### src/rtl/mips_pkg.sv
// mips_pkg: shared opcode/funct constants and the writeback-select decode for the MIPS core
package mips_pkg;
  localparam logic [5:0] OP_SPECIAL = 6'h00;
  localparam logic [5:0] OP_JAL     = 6'h03;
  localparam logic [5:0] OP_LB      = 6'h20;
  localparam logic [5:0] OP_LH      = 6'h21;
  localparam logic [5:0] OP_LW      = 6'h23;
  localparam logic [5:0] OP_LBU     = 6'h24;
  localparam logic [5:0] OP_LHU     = 6'h25;
  localparam logic [5:0] FN_JALR    = 6'h09;
  localparam logic [5:0] FN_MFHI    = 6'h10;
  localparam logic [5:0] FN_MFLO    = 6'h12;

  typedef enum logic [2:0] {WB_ALU, WB_DM, WB_PC8, WB_HI, WB_LO} wb_sel_t;

  // First matching row wins: loads, then links, then HI/LO moves, else ALU.
  function automatic wb_sel_t wb_decode(input logic [31:0] instr);
    logic [5:0] op, fn;
    logic is_ld, is_sp;
    op = instr[31:26];
    fn = instr[5:0];
    is_sp = op == OP_SPECIAL;
    is_ld = op == OP_LB || op == OP_LH || op == OP_LW || op == OP_LBU || op == OP_LHU;
    return is_ld ? WB_DM :
           (op == OP_JAL || (is_sp && fn == FN_JALR)) ? WB_PC8 :
           (is_sp && fn == FN_MFHI) ? WB_HI :
           (is_sp && fn == FN_MFLO) ? WB_LO : WB_ALU;
  endfunction
endpackage

### src/rtl/wb_sel.sv
// wb_sel: combinational W-stage decoder and writeback-value mux
module wb_sel
  import mips_pkg::*;
(
  input  logic [31:0] instr_i,
  input  logic [31:0] alu_i,
  input  logic [31:0] dmrd_i,
  input  logic [31:0] pc_i,
  input  logic [31:0] hi_i,
  input  logic [31:0] lo_i,
  output logic [31:0] wd_o
);
  wb_sel_t sel;
  // pick the writeback source from the decoded instruction class
  always_comb begin
    sel = wb_decode(instr_i);
    wd_o = sel == WB_DM  ? dmrd_i :
           sel == WB_PC8 ? pc_i + 32'd8 :
           sel == WB_HI  ? hi_i :
           sel == WB_LO  ? lo_i : alu_i;
  end
endmodule

### src/rtl/wb_grf.sv
// wb_grf: W-stage writeback, 32x32 GRF with two read ports, retired-instruction counter.
// Define GRF_BYPASS_EN for write-first reads; default is read-first.
module wb_grf
  import mips_pkg::*;
#(
  parameter int NREG  = 32,
  parameter int RET_W = 32
) (
  input  logic             clk,
  input  logic             reset,
  input  logic [31:0]      W_ALUResult,
  input  logic [31:0]      W_DMRD,
  input  logic [31:0]      W_PC,
  input  logic [31:0]      W_Instr,
  input  logic [4:0]       W_A3,
  input  logic [31:0]      W_HI,
  input  logic [31:0]      W_LO,
  input  logic [4:0]       D_A1,
  input  logic [4:0]       D_A2,
  output logic [31:0]      D_RD1,
  output logic [31:0]      D_RD2,
  output logic [31:0]      W_WD,
  output logic             W_WE,
  output logic [RET_W-1:0] ret_cnt
);
  logic [31:0]      grf_q [NREG];
  logic [RET_W-1:0] ret_q, ret_d;

  wb_sel u_sel (
    .instr_i(W_Instr),
    .alu_i  (W_ALUResult),
    .dmrd_i (W_DMRD),
    .pc_i   (W_PC),
    .hi_i   (W_HI),
    .lo_i   (W_LO),
    .wd_o   (W_WD)
  );

  // write enable and counter next state; bubbles do not retire
  always_comb begin
    W_WE = W_A3 != 5'd0 && !reset;
    ret_d = ret_q + RET_W'(W_Instr != 32'd0);
  end

  // register 0 reads zero; W_WE already excludes reset and address 0
  always_comb begin
`ifdef GRF_BYPASS_EN
    D_RD1 = D_A1 == 5'd0 ? 32'd0 : (W_WE && D_A1 == W_A3) ? W_WD : grf_q[D_A1];
    D_RD2 = D_A2 == 5'd0 ? 32'd0 : (W_WE && D_A2 == W_A3) ? W_WD : grf_q[D_A2];
`else
    D_RD1 = D_A1 == 5'd0 ? 32'd0 : grf_q[D_A1];
    D_RD2 = D_A2 == 5'd0 ? 32'd0 : grf_q[D_A2];
`endif
    ret_cnt = ret_q;
  end

  // commit writeback and count retirements; reset discards the in-flight instruction
  always_ff @(posedge clk) begin
    if (reset) begin
      for (int i = 0; i < NREG; i++) grf_q[i] <= '0;
      ret_q <= '0;
    end else begin
      if (W_WE) grf_q[W_A3] <= W_WD;
      ret_q <= ret_d;
    end
  end
endmodule

### config.mk
export PLATFORM = sky130hd
export DESIGN_NAME = wb_grf
export DESIGN_NICKNAME = d
export VERILOG_FILES = /design/src/rtl/mips_pkg.sv /design/src/rtl/wb_sel.sv /design/src/rtl/wb_grf.sv
export SDC_FILE = /design/constraint.sdc
export NUM_CORES = 2
export LEC_CHECK = 0
export CAP_MARGIN = 40
export CORE_MARGIN = 8
export CORE_UTILIZATION = 50
export DETAILED_ROUTE_END_ITERATION = 6
export PLACE_DENSITY = 0.72
export SLEW_MARGIN = 40
export SYNTH_ARGS = -nofsm -noshare
export SYNTH_HDL_FRONTEND = slang
export SYNTH_SLANG_ARGS = --single-unit
### constraint.sdc
create_clock -name clk -period 7.1 [get_ports clk]
set_input_delay 1.775 -clock clk [delete_from_list [all_inputs] [get_ports clk]]
set_output_delay 1.775 -clock clk [all_outputs]
set_load 0.05 [all_outputs]
==> results by group <==
Run status
  – Outcome: complete, no violations

CTS
  – Post-CTS sizing: 0
  – Root Buffer: clkbuf_16
  – H-tree Lvls: 3
  – CTS Sinks: 1056
  – TritonCTS clock tree: built
  – Worst-path clk slew: 60 ps
  – Setup bufs post-CTS: 0
  – Clk_lat worst skew: 680 ps
  – Total CTS buffers: 109
  – Hold-fix buffers, CTS: 0
  – Clock buffer depth: 3

Timing
  – Worst setup margin: 365.6 ps
  – Tmin final: 6734 ps
  – TNS Setup: 0 ps
  – Fin. Hold Viols: 0
  – Clock skew: 5.368 ps
  – FMAX: 148.5 MHz
  – Final worst path period share: 0.9485
  – Slew HR: 0.3836
  – RSZ-0062 raised after global routing: false
  – Final setup fails: 0
  – Max-slew violations: 0
  – Slew of the pin with the lowest slew margin: 924.6 ps

Final layout
  – Final core occ: 0.5949
  – Most frequent cells in the layout: edfxtp_1, mux4_2, a21oi_1, nor2_1, clkdlybuf4s50_1
  – Area growth, synth to finish: 17.93%
  – Layout fillers: 8551
  – Fin area: 67010 um2
  – Commonest non-fill, non-tap cell in the layout: edfxtp_1
  – Post-route insts no fill: 5809
  – Fin nets: 4427
  – Share of cells above drive strength 1: 0.3015

Floorplan
  – Die Height: 353.1 um
  – Initial Utilization: 0.5044
  – # rows: 123
  – Top Ports: 338
  – CORE AREA: 112700 um2
  – Die Wd: 353.1 um
  – Die area: 124700 um2

Routing
  – Drt drc: 0
  – WL/cell: 37.52 um
  – First-pass DRT Iterations: 7
  – Iter 0 DRT Violations: 7127
  – Via count: 42190
  – Post-Route WL: 218000 um
  – Vias per cell: 7.263
  – Final antenna-violating net count: 0

Place
  – GPL Wtd Cong: 0.9581
  – Post-place setup slack: 526.5 ps
  – Hpwl dp: 137300 um
  – Placed inst area: 63510 um2
  – Dpl cells: 5604
  – PortBufs: 337

Yosys
  – Yosys top cell by area: edfxtp_1
  – Synth Instances: 3996
  – Synth area leaders: edfxtp_1, mux4_2, a21oi_1, mux2_2, clkbuf_1
  – Synthesis-stage register bit count: 1056
  – Synth warnings: 0
  – Ys flop type: edfxtp_1
  – Post-synth EDFFs: 1024
  – Ys async rst share: 0
  – Post-synth top area share: 0.5411
  – Seq/Total Area, Yosys: 0.5524
  – Mean Syn Cell Area: 14.22 um2
  – Syn Std Cell Area: 56820 um2
  – Synth cell types: 61

Worst setup path
  – Critical path peak fanout: 21
  – Worst setup SP type: primary input
  – Critical Path RT: 5330 ps
  – Setup CP Type: in -> out
  – Endpoint class of the critical path: output port
  – Worst Path Arrival: 4960 ps

GRT
  – Met3 Use GR: 0.1320
  – Initial antenna violation count: 8
  – Vias in the first global route: 42210
  – GRT Residual Overflow: 0
  – GRT Max-Usage Layer: met2
  – Met2 Resource Use GR: 0.5242
  – Largest net degree at the start of global routing: 54
  – First-pass GRT wire length: 304400 um
  – Tot GR Track Use: 0.3390
  – Met1 Use GR: 0.4020

Run
  – Max-cap violations: 0

Worst hold path
  – Hold WC Path Type: reg -> reg

Power
  – Leakage: 0.02228 uW
  – Maximum VDD drop: 195.3 uV
  – Power density over cell area: 235.5 nW/um2
## Yosys cell counts, types with 9 or more instances
cell         n
o31a_1      11
a31oi_1     64
inv_1       27
a22oi_1     68
nor2_1     355
clkbuf_1   380
nor4_1      31
buf_2       30
or3_1        9
nand4_1     17
and3_1       9
mux4_2     576
a21oi_1    442
edfxtp_1  1024
xor2_1      10
nor3b_1     39
o21ai_0     38
nand3_1     24
mux2_2     134
nand2_1    198
dfxtp_1     32
nor3_1     201
a311oi_1    16
nand2b_1    42
o21ai_1     14
a41oi_1     11
xnor2_1     24
buf_1       69
## routing by layer
layer	wire, um	vias up
met2	97350	4114
met5	45	-
met4	17500	8
met3	36630	978
li1	-	16410
met1	66430	20680
## logic make-up (layout without fill, tap and decap cells)
kind of cell	count (synthesis)	in the layout	share of synthesized area
and+or+nand+nor	964	964	0.07887
DFF	1056	1056	0.5524
xor gates and xnor gates	34	34	0.005240
AOI/OAI and AO/OA	715	715	0.07321
buffers and inverters	513	791	0.03468
muxes	710	710	0.2548
adders and majority gates	3	3	0.0006606
other	1	36	0.00006599
## critical path: stages
cell             delay [ps]
clkdlybuf4s50_1         570
nor2_1                  190
buf_4                   230
and4_2                  600
buf_4                   250
a311oi_1                100
a222oi_1                650
buf_4                   330
inv_2                    90
buf_12                  150
## path summary, 6_finish.rpt
kind | startpoint | end | slack, ps | cells past startpoint
max | W_Instr[27] | W_WD[4] | 370 | 10
min | ret_cnt[14] | ret_cnt[14] | 520 | 2
max reg2reg | ret_cnt[0] | ret_cnt[20] | 4670 | 7
min reg2reg | ret_cnt[14] | ret_cnt[14] | 520 | 2
## sequential cells by signal (all words and copies together), names as in the netlist
register,cells
grf_q,1024
ret_cnt,32
## per-stage QoR
| step | total power (uW) | hold slack (ps) |
|---|---|---|
| 6_report | 15780 | 524.5 |
| 5_1_grt | 16090 | 569.9 |
| 4_1_cts | 15730 | 512.9 |
| 3_5_place_dp | 10140 | 503.2 |
| 3_3_place_gp | 10070 | 484.2 |
| 2_1_floorplan | 8956 | 725.3 |
## final cells by class
| class | instances | area, um2 | share of cell area |
|---|---|---|---|
| Antenna cell | 4 | 10.01 | 0.0001494 |
| Tap cell | 1500 | 1877 | 0.02801 |
| Timing Repair Buffer | 558 | 5911 | 0.08820 |
| Sequential cell | 1056 | 31390 | 0.4684 |
| Multi-Input combinational cell | 2458 | 24220 | 0.3614 |
| Clock inverter | 61 | 575.6 | 0.008589 |
| Inverter | 32 | 120.1 | 0.001792 |
| Clock buffer | 140 | 2908 | 0.04339 |
## report_power, final
part / internal, uW / total, uW / switching (uW) / leakage [uW]
Sequential: 7190 / 7360 / 170 / 0.0100
Combinational: 1140 / 2710 / 1570 / 0.0106
Clock: 3250 / 5710 / 2460 / 0.00169
Total: 11600 / 15800 / 4200 / 0.0223
Power figures use the tool's default switching activity.
